## src/rtl/mem_arb_pkg.sv

```systemverilog
// Shared types and helpers for the instruction/data memory arbiter.
// Holds the FSM and port encodings plus the byte-merge and fault-check functions.
package mem_arb_pkg;

  typedef enum logic [1:0] {
    IDLE = 2'd0,
    RMW  = 2'd1,
    RESP = 2'd2
  } state_t;

  typedef enum logic {
    INSTR = 1'b0,
    DATA  = 1'b1
  } port_t;

  localparam int WORD_BYTES = 4;

  // The memory has no byte enables, so each lane is taken from the new data or the old word.
  function automatic logic [31:0] merge_bytes(input logic [3:0]  be,
                                              input logic [31:0] wdata,
                                              input logic [31:0] old);
    logic [31:0] res;
    res = old;
    for (int b = 0; b < WORD_BYTES; b++) begin
      if (be[b]) res[8*b +: 8] = wdata[8*b +: 8];
    end
    return res;
  endfunction

  // Addresses arrive zero-extended to 64 bits so one function serves any ADDR_W/DEPTH.
  function automatic logic access_fault(input logic [63:0] addr,
                                        input logic [63:0] byte_limit,
                                        input logic        is_store,
                                        input logic [3:0]  be);
    return (addr[1:0] != 2'b00) || (addr >= byte_limit) || (is_store && (be == 4'h0));
  endfunction

endpackage

```

## src/rtl/mem_arb_if.sv

```systemverilog
// Request/response bundle between the core's fetch and load/store ports and the arbiter.
// master = core side, slave = arbiter side.
interface mem_arb_if #(
  parameter int ADDR_W = 32
);

  logic              i_req;
  logic [ADDR_W-1:0] i_addr;
  logic              i_ready;
  logic              i_rvalid;
  logic [31:0]       i_rdata;
  logic              i_err;

  logic              d_req;
  logic              d_we;
  logic [3:0]        d_be;
  logic [ADDR_W-1:0] d_addr;
  logic [31:0]       d_wdata;
  logic              d_ready;
  logic              d_rvalid;
  logic [31:0]       d_rdata;
  logic              d_err;

  modport master (
    output i_req, i_addr,
    output d_req, d_we, d_be, d_addr, d_wdata,
    input  i_ready, i_rvalid, i_rdata, i_err,
    input  d_ready, d_rvalid, d_rdata, d_err
  );

  modport slave (
    input  i_req, i_addr,
    input  d_req, d_we, d_be, d_addr, d_wdata,
    output i_ready, i_rvalid, i_rdata, i_err,
    output d_ready, d_rvalid, d_rdata, d_err
  );

endinterface

```

## src/rtl/mem_arb_rr.sv

```systemverilog
// Two-way round-robin grant between the fetch and data ports.
// On contention the port that did not win last time is granted; last_grant moves on every grant.
module mem_arb_rr
  import mem_arb_pkg::*;
(
  input  logic clk,
  input  logic rst_n,
  input  logic en,
  input  logic req_i,
  input  logic req_d,
  output logic gnt_i,
  output logic gnt_d
);

  port_t last_grant;

  always_comb begin
    gnt_i = 1'b0;
    gnt_d = 1'b0;
    if (en) begin
      if (req_i && req_d) begin
        if (last_grant == INSTR) gnt_d = 1'b1;
        else                     gnt_i = 1'b1;
      end else if (req_i) begin
        gnt_i = 1'b1;
      end else if (req_d) begin
        gnt_d = 1'b1;
      end
    end
  end

  always_ff @(posedge clk or negedge rst_n) begin
    if (!rst_n) begin
      last_grant <= DATA;
    end else if (gnt_i) begin
      last_grant <= INSTR;
    end else if (gnt_d) begin
      last_grant <= DATA;
    end
  end

endmodule

```

## src/rtl/mem_arbiter.sv

```systemverilog
// Shares one single-port word memory between instruction fetch and load/store,
// converting byte addresses to word indices and doing sub-word stores as read-modify-write.
//
// state | meaning
// IDLE  | may accept one request; reads and full stores issue to memory in the accept cycle
// RMW   | partial store: old word is on mem_dout, write back the lane-merged word
// RESP  | rvalid pulse to the granted port; no new accept this cycle
module mem_arbiter
  import mem_arb_pkg::*;
#(
  parameter  int DEPTH  = 1024,
  parameter  int ADDR_W = 32,
  localparam int AW     = $clog2(DEPTH)
) (
  input  logic          clk,
  input  logic          rst_n,
  mem_arb_if.slave      bus,
  output logic          mem_cs,
  output logic          mem_we,
  output logic          mem_read,
  output logic [AW-1:0] mem_addr,
  output logic [31:0]   mem_din,
  input  logic [31:0]   mem_dout
);

  localparam logic [63:0] BYTE_LIMIT = 64'(DEPTH) * 64'(WORD_BYTES);

  state_t state_q, state_d;

  port_t       port_q;
  logic        we_q;
  logic        err_q;
  logic [3:0]  be_q;
  logic [31:0] wdata_q;
  logic [AW-1:0] widx_q;

  logic              gnt_i, gnt_d, accept, idle_en;
  logic [ADDR_W-1:0] acc_addr;
  logic              acc_we, acc_fault, acc_full;
  logic [AW-1:0]     acc_idx;
  logic              resp;
  logic [31:0]       rd_word;

  // Gating with rst_n keeps ready and mem_* low while reset is held, even with requests pending.
  assign idle_en = rst_n && (state_q == IDLE);

  mem_arb_rr u_rr (
    .clk   (clk),
    .rst_n (rst_n),
    .en    (idle_en),
    .req_i (bus.i_req),
    .req_d (bus.d_req),
    .gnt_i (gnt_i),
    .gnt_d (gnt_d)
  );

  assign accept    = gnt_i | gnt_d;
  assign acc_addr  = gnt_d ? bus.d_addr : bus.i_addr;
  assign acc_we    = gnt_d & bus.d_we;
  assign acc_full  = (bus.d_be == 4'hF);
  assign acc_idx   = acc_addr[AW+1:2];
  assign acc_fault = access_fault(64'(acc_addr), BYTE_LIMIT, acc_we, bus.d_be);

  assign bus.i_ready = gnt_i;
  assign bus.d_ready = gnt_d;

  always_ff @(posedge clk or negedge rst_n) begin
    if (!rst_n) begin
      state_q <= IDLE;
    end else begin
      state_q <= state_d;
    end
  end

  always_ff @(posedge clk or negedge rst_n) begin
    if (!rst_n) begin
      port_q  <= DATA;
      we_q    <= 1'b0;
      err_q   <= 1'b0;
      be_q    <= 4'h0;
      wdata_q <= '0;
      widx_q  <= '0;
    end else if (accept) begin
      port_q  <= gnt_i ? INSTR : DATA;
      we_q    <= acc_we;
      err_q   <= acc_fault;
      be_q    <= bus.d_be;
      wdata_q <= bus.d_wdata;
      widx_q  <= acc_idx;
    end
  end

  always_comb begin
    state_d  = state_q;
    mem_cs   = 1'b0;
    mem_we   = 1'b0;
    mem_read = 1'b0;
    mem_addr = '0;
    mem_din  = '0;
    unique case (state_q)
      IDLE: begin
        if (accept) begin
          state_d = RESP;
          if (!acc_fault) begin
            mem_cs   = 1'b1;
            mem_addr = acc_idx;
            if (acc_we && acc_full) begin
              mem_we  = 1'b1;
              mem_din = bus.d_wdata;
            end else begin
              mem_read = 1'b1;
              if (acc_we) state_d = RMW;
            end
          end
        end
      end
      RMW: begin
        mem_cs   = 1'b1;
        mem_we   = 1'b1;
        mem_addr = widx_q;
        mem_din  = merge_bytes(be_q, wdata_q, mem_dout);
        state_d  = RESP;
      end
      RESP: begin
        state_d = IDLE;
      end
      default: begin
        state_d = IDLE;
      end
    endcase
  end

  assign resp    = (state_q == RESP);
  // Only a non-faulting read leaves valid data on mem_dout; stores and faults return zero.
  assign rd_word = (resp && !we_q && !err_q) ? mem_dout : 32'h0;

  assign bus.i_rvalid = resp && (port_q == INSTR);
  assign bus.d_rvalid = resp && (port_q == DATA);
  assign bus.i_err    = bus.i_rvalid && err_q;
  assign bus.d_err    = bus.d_rvalid && err_q;
  assign bus.i_rdata  = bus.i_rvalid ? rd_word : 32'h0;
  assign bus.d_rdata  = bus.d_rvalid ? rd_word : 32'h0;

endmodule

```

## src/flat_wrapper.sv

```systemverilog
// flat-port wrapper written by rule: the top's interface ports become plain ports
module mem_arbiter_flat import mem_arb_pkg::*;
#(
  parameter  int DEPTH  = 1024,
  parameter  int ADDR_W = 32,
  localparam int AW     = $clog2(DEPTH)
)
  (clk, rst_n, mem_cs, mem_we, mem_read, mem_addr, mem_din, mem_dout, bus_i_req, bus_i_addr, bus_d_req, bus_d_we, bus_d_be, bus_d_addr, bus_d_wdata, bus_i_ready, bus_i_rvalid, bus_i_rdata, bus_i_err, bus_d_ready, bus_d_rvalid, bus_d_rdata, bus_d_err);
  mem_arb_if #(.ADDR_W(ADDR_W)) bus_i ();
  input  logic clk;
  input  logic rst_n;
  output logic mem_cs;
  output logic mem_we;
  output logic mem_read;
  output logic [AW-1:0] mem_addr;
  output logic [31:0] mem_din;
  input  logic [31:0] mem_dout;
  input wire logic [$bits(bus_i.i_req)-1:0] bus_i_req;
  input wire logic [$bits(bus_i.i_addr)-1:0] bus_i_addr;
  input wire logic [$bits(bus_i.d_req)-1:0] bus_d_req;
  input wire logic [$bits(bus_i.d_we)-1:0] bus_d_we;
  input wire logic [$bits(bus_i.d_be)-1:0] bus_d_be;
  input wire logic [$bits(bus_i.d_addr)-1:0] bus_d_addr;
  input wire logic [$bits(bus_i.d_wdata)-1:0] bus_d_wdata;
  output wire logic [$bits(bus_i.i_ready)-1:0] bus_i_ready;
  output wire logic [$bits(bus_i.i_rvalid)-1:0] bus_i_rvalid;
  output wire logic [$bits(bus_i.i_rdata)-1:0] bus_i_rdata;
  output wire logic [$bits(bus_i.i_err)-1:0] bus_i_err;
  output wire logic [$bits(bus_i.d_ready)-1:0] bus_d_ready;
  output wire logic [$bits(bus_i.d_rvalid)-1:0] bus_d_rvalid;
  output wire logic [$bits(bus_i.d_rdata)-1:0] bus_d_rdata;
  output wire logic [$bits(bus_i.d_err)-1:0] bus_d_err;
  assign bus_i.i_req = bus_i_req;
  assign bus_i.i_addr = bus_i_addr;
  assign bus_i.d_req = bus_d_req;
  assign bus_i.d_we = bus_d_we;
  assign bus_i.d_be = bus_d_be;
  assign bus_i.d_addr = bus_d_addr;
  assign bus_i.d_wdata = bus_d_wdata;
  assign bus_i_ready = bus_i.i_ready;
  assign bus_i_rvalid = bus_i.i_rvalid;
  assign bus_i_rdata = bus_i.i_rdata;
  assign bus_i_err = bus_i.i_err;
  assign bus_d_ready = bus_i.d_ready;
  assign bus_d_rvalid = bus_i.d_rvalid;
  assign bus_d_rdata = bus_i.d_rdata;
  assign bus_d_err = bus_i.d_err;
  mem_arbiter #(.DEPTH(DEPTH), .ADDR_W(ADDR_W)) u_core (.clk(clk), .rst_n(rst_n), .bus(bus_i), .mem_cs(mem_cs), .mem_we(mem_we), .mem_read(mem_read), .mem_addr(mem_addr), .mem_din(mem_din), .mem_dout(mem_dout));
endmodule
```

## config.mk

```make
export PLATFORM = sky130hd
export DESIGN_NAME = mem_arbiter_flat
export DESIGN_NICKNAME = d
export VERILOG_FILES = /design/src/rtl/mem_arb_pkg.sv /design/src/rtl/mem_arb_if.sv /design/src/rtl/mem_arb_rr.sv /design/src/rtl/mem_arbiter.sv /design/src/flat_wrapper.sv
export SDC_FILE = /design/constraint.sdc
export NUM_CORES = 1
export LEC_CHECK = 0
export CORE_ASPECT_RATIO = 0.9
export CORE_MARGIN = 2
export CORE_UTILIZATION = 35
export DETAILED_ROUTE_END_ITERATION = 8
export PLACE_DENSITY = 0.84
export SYNTH_ARGS = -nofsm -noshare
export SYNTH_HDL_FRONTEND = slang
export SYNTH_SLANG_ARGS = --single-unit
export TNS_END_PERCENT = 50
```

## constraint.sdc

```tcl
create_clock -name clk -period 2.2 [get_ports clk]
set_input_delay 0.22 -clock clk [delete_from_list [all_inputs] [get_ports clk]]
set_output_delay 0.22 -clock clk [all_outputs]
set_load 0.01 [all_outputs]
```

# Word-level counts from Yosys, hierarchy flattened
# Cells that the tools add are included.
[op_classes]
add_sub_neg = 0
n_mul = 0
div_mod_pow = 0
magnitude_cmp = 1
eq_ne = 4
shifts = 0
muxes = 43
bitwise_logic = 3
reduce_logical = 18
[ops]
columns = ["cell", "n"]
rows = [
  ["$mux 32", 7],
  ["$pmux 32 s2", 1],
  ["$ge 32x13->1 const B", 1],
  ["$mux 8", 4],
  ["$mux 1", 21],
  ["$mux 10", 2],
  ["$pmux 10 s2", 1],
  ["$logic_and 1x1->1", 10],
  ["$mux 2", 4],
  ["$eq 4x4->1 const B", 1],
  ["$logic_not 4->1", 1],
  ["$pmux 1 s2", 2],
  ["$pmux 2 s2", 1],
  ["$reduce_bool 2->1", 2],
  ["$eq 2x1->1 const B", 1],
  ["$eq 2x2->1 const B", 1],
  ["$logic_not 1->1", 2],
  ["$logic_not 2->1", 1],
  ["$logic_or 1x1->1", 2],
  ["$ne 2x1->1 const B", 1],
  ["$and 1x1->1", 1],
  ["$not 1->1", 1],
  ["$or 1x1->1", 1],
]
[totals]
register_bits = 52
latchBits = 0
mem_bits_rw = 0
mem_bits_ro = 0
inputBits = 137
output_inout_bits = 115
wordCells = 77
n_memories = 0

# Depth between registers and ports, before layout
# Gate-level depths: netlist (run 1).
[depth]
ltp_word = 11
ltp_mapped = 7
depth_no_buf = 6

# Cells and area by module
# A second synthesis (run 1) with hierarchy kept.
[hier_totals]
hier_cells = 443
area_unflattened_um2 = 3647.2
[modules_own_cells]
columns = ["module", "n_inst", "cells_each", "area_per_inst_um2"]
rows = [
  ["mem_arbiter", 1, 435, 3584.7],
  ["mem_arb_rr", 1, 8, 62.6],
]

# Least setup slack after synthesis (run 1)
# OpenSTA, ideal clock, no wires.
[synth_path]
path_kind = "register to output"
start = "register u_core.u_rr.last_grant"
end = "output mem_read"
t_arrival_ns = 1.628
slack_ns = 0.352
stages_incl_launch_ff = 8
path_cell_list = "dfstp_2 -> nand2_1 -> nand3_1 -> inv_1 -> nor3_1 -> o21ai_1 -> buf_2 -> a31oi_1"
[synth_between]
elab_chain_len = 10
word_cells_on_any_way = 19
cone_classes = "order compare (1); mux (11); bitwise (2); reduce/logical (5)"
[synth_rtl]
columns = ["item", "line", "source"]
rows = [
  ["start, declared", "mem_arb_rr.sv:15", "port_t last_grant;"],
  ["start signal, assigned", "mem_arb_rr.sv:34", "last_grant <= DATA;"],
  ["start signal, assigned", "mem_arb_rr.sv:36", "last_grant <= INSTR;"],
  ["start signal, assigned", "mem_arb_rr.sv:38", "last_grant <= DATA;"],
  ["$mux 1 (*)", "mem_arb_rr.sv:22", "if (last_grant == INSTR) gnt_d = 1'b1;"],
  ["$mux 1 (*)", "mem_arb_rr.sv:21", "if (req_i && req_d) begin"],
  ["$mux 1 (*)", "mem_arb_rr.sv:20", "if (en) begin"],
  ["net bus_d_ready", "flat_wrapper.sv:29", "output wire logic [$bits(bus_i.d_ready)-1:0] bus_d_ready;"],
  ["$mux 32", "mem_arbiter.sv:58", "assign acc_addr = gnt_d ? bus.d_addr : bus.i_addr;"],
  ["$ge 32x13->1 / $reduce_bool 2->1 (equally long branches)", "mem_arb_pkg.sv:35", "return (addr[1:0] != 2'b00) || (addr >= byte_limit) || (is_store && (be == 4'h0));"],
  ["$logic_or 1x1->1 (2 in series)", "mem_arb_pkg.sv:35", ""],
  ["$mux 1", "mem_arbiter.sv:104", "if (!acc_fault) begin"],
  ["$mux 1 (*)", "mem_arbiter.sv:102", "if (accept) begin"],
  ["$mux 1 (*)", "mem_arbiter.sv:100", "unique case (state_q)"],
  ["end, declared", "flat_wrapper.sv:14", "output logic mem_read;"],
]
# The timed path passes the listed nets; every way through them passes the cells marked *.

# Worst setup path in the final report (run 1)
[layout_path]
start = "register u_core.state_q[0]"
end = "output mem_din[21]"
[layout_between]
elab_chain_len = 10
word_cells_on_any_way = 18
cone_classes = "order compare (1); eq/ne (1); mux (7); bitwise (2); reduce/logical (7)"
[layout_rtl]
columns = ["item", "line", "source"]
rows = [
  ["start, declared", "mem_arbiter.sv:28", "state_t state_q, state_d;"],
  ["start signal, assigned", "mem_arbiter.sv:71", "state_q <= state_d;"],
  ["$logic_not 2->1", "mem_arbiter.sv:45, mem_arbiter.sv:100", ""],
  ["$logic_and 1x1->1", "mem_arbiter.sv:45", "assign idle_en = rst_n && (state_q == IDLE);"],
  ["$mux 1", "mem_arb_rr.sv:20", ""],
  ["$mux 32", "mem_arbiter.sv:58", ""],
  ["$ge 32x13->1 / $reduce_bool 2->1 (equally long branches)", "mem_arb_pkg.sv:35", ""],
  ["$logic_or 1x1->1 (2 in series)", "mem_arb_pkg.sv:35", ""],
  ["$mux 32", "mem_arbiter.sv:104", ""],
  ["$mux 32", "mem_arbiter.sv:102", ""],
  ["$pmux 32 s2 (*)", "mem_arbiter.sv:100", ""],
  ["end, declared", "flat_wrapper.sv:16", "output logic [31:0] mem_din;"],
]
# Mark *: on every way between the ends. The rest lies on a longest branch, timed or not.

==> metrics.csv, run 1 <==
stage,metric,value,unit
cts,numCtsBuffers,5,
die,die_x,108.2,um
sta,max_clock_freq,401.2,MHz
cts,path_clk_slew,0.10,ns
sta,period_share,113.3,%
die,die_h,97.77,um
placed_design,dp_hpwl,10100,um
layout,final_common_cell,nand2_1,
status,run_status,"finished, violations left",
detailed_routing,dr.pass1.iters,5,
detailed_routing,vias_per_cell,5.110,
cts,cts_hold_buffers,0,
global_routing,grt_pass1_wl,22900,um
cts,ctsLongestPathBuffers,2,
critical_path,arrival,2.27,ns
global_routing,grt_overflow,0,
power_and_ir_drop,peakVddDrop,0.2804,mV
die,initial_utilization,35.73,%
layout,fin_nets,853,
synthesis,ys_seq_area_share,37.36,%
sta,slew_viol_final,0,
placed_design,post-place-ws,-0.6019,ns
detailed_routing,route.detailed.wl_per_inst,18.06,um
critical_path,crit_chain,nor3b_2 -> nand3_2 -> nor3_4 -> and4_4 -> buf_8 -> buf_6 -> buf_12 -> o2bb2ai_2 -> buf_2,
run,max_cap_violations,0,
critical_path,required,1.98,ns
sta,rsz0062_at_grt,yes,
power_and_ir_drop,switching_power,0.8733,mW
synthesis,netlist.area_leader.share,36.59,%
power_and_ir_drop,seqPwrFrac,45.5,%
cts,h-tree-depth,2,
sta,finalSetupViolCount,97,
placed_design,gp_congestion,0.8518,
sta,period_minus_slack,2.492,ns
critical_path,crit_path_start,u_core.state_q[0],
power_and_ir_drop,intPower,1.838,mW
synthesis,ys_ff_latch,51,
sta,fin_worst_skew,0.007135,ns
critical_path,slowest_stage,dfrtp_1,
power_and_ir_drop,p_clk_share,20.1,%
power_and_ir_drop,power.leakage,3.458,nW
cts,cts_root_buffer,clkbuf_8,
synthesis,ys_warn_count,0,
critical_path,max_stage_delay,0.41,ns
global_routing,antenna_found_initial,1,
die,fp.coreArea,9572,sq um
power_and_ir_drop,powerDensity,400.1,nW/um^2
global_routing,grt_max_degree,61,
power_and_ir_drop,power_frac_comb,34.3,%
detailed_routing,via_count,4308,
die,num_io_pins,252,
layout,drive_gt1_share,34.87,%
synthesis,synth_nets,554,
critical_path,worstReg2RegStart,u_core.state_q[0],
status,violations,negative setup slack,
sta,tns,-11.10,ns
sta,slew_headroom,56.56,%
critical_path,worstSetupEndpointType,primary output,
die,row_count,34,
cts,cts_sinks,51,
die,dieArea,10580,sq um
detailed_routing,ant_nets,0,
detailed_routing,drc,0,
placed_design,io_buffers,251,
sta,worstMarginPinSlew,0.6515,ns
min_path,hold_path.class,in -> async,
layout,postLayoutCoreUtil,70.81,%
synthesis,synth_top_area_cell,dfrtp_1,
layout,diodes,0,
cts,cts_tree,built,
synthesis,yosysUniqueCellTypes,32,
critical_path,critPathMaxFanout,5,
layout,final_cell_mix,"nand2_1 (132), clkdlybuf4s50_1 (115), buf_2 (79)",
critical_path,cp-start-kind,flip-flop,
layout,syn_to_final_growth,98.21,%
global_routing,first_global_vias,4483,
sta,setup_ws,-0.2923,ns
synthesis,syn_area,3420,sq um
synthesis,synth_cells,417,
detailed_routing,drt_iter0_drc,120,
critical_path,worstSetupPathType,reg -> out,
synthesis,netlist_top_cells_area,"dfrtp_1 (37%), nand2_1 (14%), mux2i_1 (12%), and2_1 (12%), o2bb2ai_1 (8.2%)",
sta,holdWs,0.09553,ns
power_and_ir_drop,switching_share,32.21,%
sta,hold_viol,0,
synthesis,syn-mean-instance-area,8.200,sq um
cts,insertion_delay,0.30,ns
global_routing,track_usage,27.56,%
detailed_routing,wl,15230,um
-- synth_stat cells, drive strengths merged --
cell type,instances
nand3b,1
o21a,1
inv,1
nor2b,1
nor2,6
a22o,1
and3b,1
or4b,1
nor3b,4
o211ai,1
nand4,2
a31oi,1
and4,2
nor4,10
buf,12
o2bb2ai,32
and2,66
dfrtp,50
o31ai,1
nand3,1
nand2,132
nand2b,2
nor3,3
dfstp,1
mux2i,42
o21ai,23
clkbuf,19
-- layout make-up --
class,count,area [sq um]
multi-input cells,334,2355
repair buffers,323,2897
fillers,732,2794
clock buffers,5,68.82
well taps,126,157.7
flip-flops and latches,51,1277
inverters,1,3.754
clock inverters,3,18.77
-- power by group through the flow --
| stage | Sequential, mW | Clock (mW) | Combinational (mW) |
|---|---|---|---|
| 5_1_grt | 1.25 | 0.606 | 1.01 |
| 6_report | 1.23 | 0.546 | 0.931 |
| 2_1_floorplan | 1.16 | 0 | 0.389 |
| 3_3_place_gp | 1.23 | 0 | 0.827 |
| 4_1_cts | 1.23 | 0.560 | 0.891 |
| 3_5_place_dp | 1.24 | 0 | 0.858 |
-- registers in the layout, summed over array words and instances (netlist names) --
name	cells
u_core.wdata_q	32
u_core.widx_q	10
u_core.be_q	4
u_core.state_q	2
u_core.err_q	1
u_core.u_rr.last_grant	1
u_core.we_q	1
-- timing repair --
| item | in CTS | in global routing |
|---|---|---|
| pin swaps | 17 | 7 |
| gates resized for setup | 414 | 173 |
| gates cloned | 7 | 2 |
| buffers inserted | 13 | 10 |
| setup endpoints to repair | 112 | 112 |
-- final timing paths --
check                                     end  slack (ns)  depth (start not counted)
max in group asynchronous  u_core.wdata_q[26]        1.67                          2
max reg2reg                u_core.wdata_q[18]        0.39                          7
max                               mem_din[21]       -0.29                          9
min reg2reg                u_core.wdata_q[12]        0.49                          2
min                              u_core.err_q         0.1                          2
min in group clk               u_core.be_q[2]        0.43                          4
-- routing by layer --
layer / track usage, % / part of all wire, % / vias to the layer above
li1: - / - / 2014
met2: 50.51 / 51 / 203
met4: 8.679 / 2.4 / 2
met1: 31.91 / 39 / 2059
met3: 5.674 / 7.6 / 30
met5: 0 / 0.085 / -
-- worst max-delay path: cells and delay by family (launching register included) --
kind	cells	cell delay [ns]
AO/OA/AOI/OAI	1	0.10
buffers and inverters	4	0.52
AND/OR/NAND/NOR	4	0.94
flip-flops	1	0.41
-- through the flow --
step                power, mW  instances  cell area [sq um]
finish                  2.712        843               6778
detailed placement      2.096        806               6317
CTS                     2.677        833               6645
floorplan               1.552        417               3420
global route            2.868        843               6778
global placement        2.058        806               6317
-- cell families after synthesis --
kind of cell / count (synthesis) / synth area share, %
AOI/OAI and AO/OA: 60 / 12.81
muxes: 42 / 12.29
DFF: 51 / 37.36
and+or+nand+nor: 232 / 33.08
buffers and inverters: 32 / 4.464
(Power assumes the default switching activity.)
==> run 2: changes to the inputs <==
CORE_UTILIZATION = 36   (was 35)
SYNTH_HIERARCHICAL = 1   (was unset)
==> metrics.csv, run 2 <==
stage,metric,value,unit,change
synthesis,ys_seq_area_share,35.75,%,was 37.36%
power_and_ir_drop,power.leakage,3.492,nW,was 3.458 nW
cts,path_clk_slew,0.07,ns,was 0.10 ns
power_and_ir_drop,peakVddDrop,0.3910,mV,was 0.2804 mV
sta,slew_headroom,54.37,%,was 56.56%
die,fp.coreArea,9784,sq um,was 9572 sq um
sta,max_clock_freq,365.1,MHz,was 401.2 MHz
cts,h-tree-depth,2,,unchanged
layout,final_common_cell,clkdlybuf4s50_1,,was nand2_1
global_routing,track_usage,27.61,%,was 27.56%
global_routing,antenna_found_initial,1,,unchanged
layout,final_cell_mix,"clkdlybuf4s50_1 (131), buf_2 (69), nand2_1 (65), and2_1 (65), buf_4 (54)",,"was nand2_1 (132), clkdlybuf4s50_1 (115), buf_2 (79)"
synthesis,synth-edff-count,0,,unchanged
power_and_ir_drop,powerDensity,547.1,nW/um^2,was 400.1 nW/um^2
synthesis,ys_warn_count,6,,was 0
detailed_routing,ant_nets,0,,unchanged
critical_path,r2r_end,u_core/err_q,,was u_core.wdata_q[18]
synthesis,yosysMostFrequentCell,nand2_1,,unchanged
synthesis,synthFlopType,dfrtp_1,,unchanged
sta,period_minus_slack,2.739,ns,was 2.492 ns
synthesis,synth.cells.most_frequent,"nand2_1 (68), and2_1 (67), dfrtp_1 (50), o21ai_0 (44), mux2i_1 (42)",,"was nand2_1 (132), and2_1 (66), dfrtp_1 (50), mux2i_1 (42), o2bb2ai_1 (32)"
status,run_status,"finished, violations left",,unchanged
global_routing,grt_pass1_wl,23640,um,was 22900 um
detailed_routing,routed.top_layer,met4,,was met5
critical_path,rrSetupSlack,-0.04,ns,was 0.39 ns
synthesis,ys_ff_latch,52,,was 51
sta,finalSetupViolCount,110,,was 97
cts,cts_tree,built,,unchanged
sta,tns,-33.33,ns,was -11.10 ns
detailed_routing,vias_per_cell,5.300,,was 5.110
layout,fin_nets,882,,was 853
layout,largest_registers,"u_core/wdata_q (32), u_core/widx_q (10), u_core/be_q (4)",,"was u_core.wdata_q (32), u_core.widx_q (10), u_core.be_q (4)"
layout,drive_gt1_share,37.13,%,was 34.87%
die,initial_utilization,37.28,%,was 35.73%
sta,period_share,124.5,%,was 113.3%
detailed_routing,m1WireLength,6166,um,was 5880 um
critical_path,cp-start-kind,flip-flop,,unchanged
placed_design,dp_hpwl,11510,um,was 10100 um
cts,cts_hold_buffers,0,,unchanged
critical_path,worstReg2RegStart,u_core/state_q[0],,was u_core.state_q[0]
synthesis,netlist_top_cells_area,"dfrtp_1 (34%), mux2i_1 (12%), and2_1 (11%), nand2_1 (7.0%), o21ai_0 (6.0%)",,"was dfrtp_1 (37%), nand2_1 (14%), mux2i_1 (12%), and2_1 (12%), o2bb2ai_1 (8.2%)"
min_path,hold_path.class,in -> async,,unchanged
sta,fin_worst_skew,0.007680,ns,was 0.007135 ns
run,max_cap_violations,0,,unchanged
critical_path,arrival,2.52,ns,was 2.27 ns
sta,slew_viol_final,0,,unchanged
sta,holdWs,0.08329,ns,was 0.09553 ns
synthesis,synth_cells,443,,was 417
detailed_routing,met3_length,1201,um,was 1162 um
layout,largest_reg_flops,32,,unchanged
cts,cts_root_buffer,clkbuf_16,,was clkbuf_8
critical_path,reg2reg_depth,11,,was 7
detailed_routing,wl,16680,um,was 15230 um
global_routing,first_global_vias,4672,,was 4483
detailed_routing,route.detailed.wl_per_inst,19.10,um,was 18.06 um
synthesis,syn-mean-instance-area,8.233,sq um,was 8.200 sq um
die,dieArea,10950,sq um,was 10580 sq um
layout,syn_to_final_growth,96.16,%,was 98.21%
placed_design,io_buffers,251,,unchanged
cts,insertion_delay,0.29,ns,was 0.30 ns
layout,top_register,u_core/wdata_q,,was u_core.wdata_q
critical_path,required,1.98,ns,about the same
die,die_x,110.1,um,was 108.2 um
detailed_routing,drt_iter0_drc,183,,was 120
detailed_routing,drc,0,,unchanged
sta,worstMarginPinSlew,0.6845,ns,was 0.6515 ns
die,row_count,34,,unchanged
synthesis,syn_area,3647,sq um,was 3420 sq um
global_routing,grt_max_degree,53,,was 61
die,num_io_pins,252,,unchanged
die,die_h,99.49,um,was 97.77 um
placed_design,gp_congestion,0.8936,,was 0.8518
detailed_routing,met2_length,8782,um,was 7808 um
cts,cts_sinks,52,,was 51
critical_path,crit_path_start,u_core/state_q[0],,was u_core.state_q[0]
critical_path,worstSetupEndpointType,primary output,,unchanged
cts,ctsLongestPathBuffers,2,,unchanged
synthesis,async_flop_share,100.0,%,unchanged
sta,setup_ws,-0.5390,ns,was -0.2923 ns
global_routing,grt_overflow,0,,unchanged
synthesis,yosysUniqueCellTypes,39,,was 32
sta,rsz0062_at_grt,yes,,unchanged
sta,hold_viol,0,,unchanged
detailed_routing,via_count,4627,,was 4308
critical_path,critPathMaxFanout,5,,unchanged
synthesis,netlist.area_leader.share,34.31,%,was 36.59%
cts,numCtsBuffers,5,,unchanged
synthesis,synth_top_area_cell,dfrtp_1,,unchanged
layout,postLayoutCoreUtil,73.12,%,was 70.81%
synthesis,synth_nets,580,,was 554
critical_path,worstSetupPathType,reg -> out,,unchanged
status,violations,negative setup slack,,unchanged
detailed_routing,dr.pass1.iters,4,,was 5
-- run 2: cell count changes after synthesis, sizes merged, moves of 3 or more --
cell	before	now
mux2	0	4
nand2	132	68
inv	1	35
o21ai	23	44
o22ai	0	32
clkbuf	19	22
o31ai	1	10
o2bb2ai	32	0
a21o	0	10
a21oi	0	3
-- run 2: worst max-delay path by stage --
| stage | to | slack, ns | cells past startpoint |
|---|---|---|---|
| floorplan | mem_addr[2] | -0.09 | 10 |
| global placement | mem_addr[9] | -0.67 | 7 |
| detailed placement | mem_din[6] | -0.76 | 8 |
| CTS | mem_din[8] | -0.41 | 12 |
| global route | mem_we | -0.64 | 11 |
| finish | mem_we | -0.54 | 11 |
-- run 2: routing by layer --
layer  vias up  track usage [%]
li1       2138                -
met1      2228            31.74
met2       217            51.06
met3        44            5.242
met4         0            8.558
met5         -                0
-- run 2: cell type report --
cell class              count  area [sq um]
multi-input cells         323          2603
inverters                  35         135.1
repair buffers            328          2805
fillers                   713          2630
diodes                      1         2.502
clock buffers               5         125.1
well taps                 126         157.7
clock inverters             3         22.52
flip-flops and latches     52          1304
-- run 2: through the flow --
stage                     setup slack, ns  area (sq um)  power (mW)  cells
after detailed placement          -0.7575          6945       2.954    830
final                             -0.5390          7154       3.914    873
after global placement            -0.6692          6945       2.879    830
after floorplan                  -0.09355          4069       2.337    443
after CTS                         -0.4085          7128       3.789    854
after global routing              -0.6358          7154       4.127    873
-- run 2: logic make-up (layout without fill, tap and decap cells) --
logic type	count (synthesis)	count (layout)	share of synthesized area (%)
buf+inv	68	371	7.925
mux	46	46	12.76
compound gates	107	107	18.59
flops	52	52	35.75
other cells	0	1	0
simple gates	170	170	24.97
-- run 2: power breakdown --
group | internal [mW] | total, mW | switching [mW]
combinational | 0.803 | 1.49 | 0.688
clock | 0.427 | 0.793 | 0.366
sequential | 1.29 | 1.63 | 0.336
-- run 2: worst max-delay path, cell delays in order, from the launching register on --
cell and delay [ns]:
dfrtp_1 0.43, nor2_4 0.15, and2_4 0.17, nand2_4 0.05, a21oi_4 0.15, inv_2 0.07
nor4_4 0.24, buf_4 0.19, o211ai_4 0.15, buf_6 0.16, o41ai_2 0.26, buf_2 0.19
-- run 2: what timing repair did --
action | in CTS | in global routing
setup endpoints to repair | 112 | 111
gates cloned | 1 | 3
buffers inserted | 18 | 21
resized for setup | 312 | 138
pin swaps | 10 | 10
endpoints found under the hold margin | 0 | 0
==> run 3: changes to the inputs <==
CORE_MARGIN = unset   (was 2)
PLACE_DENSITY = 0.82   (was 0.84)
REMOVE_ABC_BUFFERS = 1   (was unset)
==> metrics.csv, run 3 (synthesis results as in run 2) <==
stage,metric,value,unit,change
global_routing,first_global_vias,4672,,unchanged
global_routing,grt_pass1_wl,23960,um,was 23640 um
power_and_ir_drop,peakVddDrop,0.3189,mV,was 0.3910 mV
critical_path,max_stage_delay,0.54,ns,was 0.43 ns
die,num_io_pins,252,,unchanged
status,run_status,"finished, violations left",,unchanged
cts,cts_sinks,52,,unchanged
power_and_ir_drop,seqPwrFrac,43.6,%,was 41.6%
layout,fin_nets,895,,was 882
detailed_routing,route.detailed.wl_per_inst,18.83,um,was 19.10 um
critical_path,crit_buf_inv,5,,was 4
detailed_routing,vias_per_cell,5.262,,was 5.300
critical_path,required,1.98,ns,about the same
cts,h-tree-depth,2,,unchanged
sta,hold_viol,0,,unchanged
critical_path,cp.depth,8,,was 11
layout,largest_registers,"u_core/wdata_q (32), u_core/widx_q (10), u_core/be_q (4)",,unchanged
placed_design,placed_cell_area,6507,sq um,was 6945 sq um
die,dieArea,10540,sq um,was 10950 sq um
global_routing,antenna_found_initial,0,,was 1
power_and_ir_drop,p_clk_share,15.7,%,was 20.3%
sta,setup_ws,-0.5601,ns,was -0.5390 ns
cts,ctsLongestPathBuffers,2,,unchanged
layout,diodes,0,,was 1
sta,max_clock_freq,362.3,MHz,was 365.1 MHz
layout,top_register,u_core/wdata_q,,unchanged
critical_path,reg2reg_depth,12,,was 11
critical_path,worstSetupPathType,reg -> out,,unchanged
sta,tns,-31.98,ns,was -33.33 ns
cts,numCtsBuffers,5,,unchanged
power_and_ir_drop,intPower,2.358,mW,was 2.524 mW
min_path,hold_path.class,in -> async,,unchanged
critical_path,worstSetupEndpointType,primary output,,unchanged
cts,path_clk_slew,0.10,ns,was 0.07 ns
sta,rsz0062_at_grt,yes,,unchanged
die,die_x,108.1,um,was 110.1 um
placed_design,io_buffers,251,,unchanged
die,initial_utilization,37.44,%,was 37.28%
placed_design,dp.cells,824,,was 830
die,die_h,97.49,um,was 99.49 um
power_and_ir_drop,powerDensity,505.4,nW/um^2,was 547.1 nW/um^2
sta,slew_viol_final,0,,unchanged
power_and_ir_drop,switching_power,1.334,mW,was 1.391 mW
global_routing,grt_overflow,0,,unchanged
die,fp.coreArea,9742,sq um,was 9784 sq um
detailed_routing,drt_iter0_drc,203,,was 183
detailed_routing,drc,0,,unchanged
global_routing,grt_max_degree,53,,unchanged
run,max_cap_violations,0,,unchanged
layout,final_cell_mix,"clkdlybuf4s50_1 (147), buf_2 (86), nand2_1 (65)",,"was clkdlybuf4s50_1 (131), buf_2 (69), nand2_1 (65), and2_1 (65), buf_4 (54)"
power_and_ir_drop,total_power,3.691,mW,was 3.914 mW
critical_path,slowest_stage,clkdlybuf4s50_1,,was dfrtp_1
detailed_routing,ant_nets,0,,unchanged
cts,cts_tree,built,,unchanged
detailed_routing,dr.pass1.iters,4,,unchanged
critical_path,critPathTopFamily,buffers and inverters,,unchanged
status,violations,negative setup slack,,unchanged
layout,drive_gt1_share,35.57,%,was 37.13%
detailed_routing,via_count,4657,,was 4627
placed_design,dp_hpwl,10340,um,was 11510 um
critical_path,cp-start-kind,flip-flop,,unchanged
layout,postLayoutCoreUtil,74.97,%,was 73.12%
sta,slew_headroom,55.58,%,was 54.37%
critical_path,worstReg2RegStart,u_core/state_q[0],,unchanged
sta,fin_worst_skew,0.004713,ns,was 0.007680 ns
power_and_ir_drop,power_frac_comb,40.7,%,was 38.1%
critical_path,crit_chain,buf_4 -> buf_6 -> inv_4 -> nor3_4 -> nor3b_4 -> buf_2 -> and2_1 -> clkdlybuf4s50_1,,was nor2_4 -> and2_4 -> nand2_4 -> a21oi_4 -> inv_2 -> nor4_4 -> buf_4 -> o211ai_4 -> buf_6 -> o41ai_2 -> buf_2
layout,syn_to_final_growth,100.2,%,was 96.16%
critical_path,critPathMaxFanout,8,,was 5
sta,worstMarginPinSlew,0.6603,ns,was 0.6845 ns
layout,largest_reg_flops,32,,unchanged
global_routing,track_usage,28.93,%,was 27.61%
sta,period_share,125.5,%,was 124.5%
detailed_routing,wl,16670,um,was 16680 um
placed_design,gp_congestion,0.7892,,was 0.8936
power_and_ir_drop,switching_share,36.13,%,was 35.52%
layout,fin_cells,885,,was 873
cts,insertion_delay,0.31,ns,was 0.29 ns
die,row_count,34,,unchanged
critical_path,crit_path_start,u_core/state_q[1],,was u_core/state_q[0]
sta,period_minus_slack,2.760,ns,was 2.739 ns
layout,final_common_cell,clkdlybuf4s50_1,,unchanged
layout,final_area,7303,sq um,was 7154 sq um
power_and_ir_drop,power.leakage,3.527,nW,was 3.492 nW
critical_path,arrival,2.54,ns,was 2.52 ns
cts,cts_root_buffer,clkbuf_8,,was clkbuf_16
sta,finalSetupViolCount,86,,was 110
==> run 3: changes by cell type in the layout (fill, tap and decap cells not counted), moves of 4 or more <==
cell and delta:
buf_6 +8, o22ai_1 +5, clkbuf_2 -26, buf_2 +17, buf_8 +4, clkbuf_8 +5, clkdlybuf4s50_1 +16, clkbuf_16 -5
buf_4 -6, o22ai_2 -5
==> run 3: power groups by stage <==
| stage | Combinational, mW | Clock, mW | Sequential [mW] |
|---|---|---|---|
| 5_1_grt | 1.62 | 0.636 | 1.65 |
| 6_report | 1.50 | 0.581 | 1.61 |
| 3_3_place_gp | 1.18 | 0 | 1.58 |
| 3_5_place_dp | 1.22 | 0 | 1.60 |
| 2_1_floorplan | 0.675 | 0 | 1.52 |
| 4_1_cts | 1.37 | 0.598 | 1.59 |
==> run 3: per-stage QoR <==
step / hold WS, ns / worst slack (ns)
after global placement: 0.3883 / -0.6406
after CTS: 0.06290 / -0.5185
after detailed placement: 0.3987 / -0.7398
after global routing: 0.08505 / -0.6509
after floorplan: -0.07559 / -1.915
final: 0.02878 / -0.5601
==> run 3: worst paths after layout <==
check | endpoint | slack, ns
min reg2reg | u_core/wdata_q[24] | 0.49
max | bus_i_rdata[23] | -0.56
max in group asynchronous | u_core/widx_q[9] | 1.71
min | u_core/widx_q[5] | 0.03
max reg2reg | u_core/err_q | 0.02
min in group clk | u_core/wdata_q[24] | 0.49
==> run 3: layout make-up <==
cell class                      count  area (sq um)
Clock buffer                        5         68.82
Timing Repair Buffer              341          3062
Fill cell                         698          2439
Sequential cell                    52          1304
Clock inverter                      3         27.53
Tap cell                          126         157.7
Inverter                           35         133.9
Multi-Input combinational cell    323          2550
==> run 3: repair_timing <==
item	CTS	global route
buffers inserted	29	19
cloned	6	4
resized for setup	359	139
endpoints found under the hold margin	0	0
hold buffers	0	0
endpoints found under the setup margin	114	115
pin swaps	15	11
==> run 3: routing by layer <==
layer,part of all wire (%),vias to the layer above,global-route usage [%]
met5,0,-,0
met2,53,217,53.90
met4,1.3,0,6.322
li1,-,2166,-
met3,7.0,19,4.158
met1,39,2255,34.44
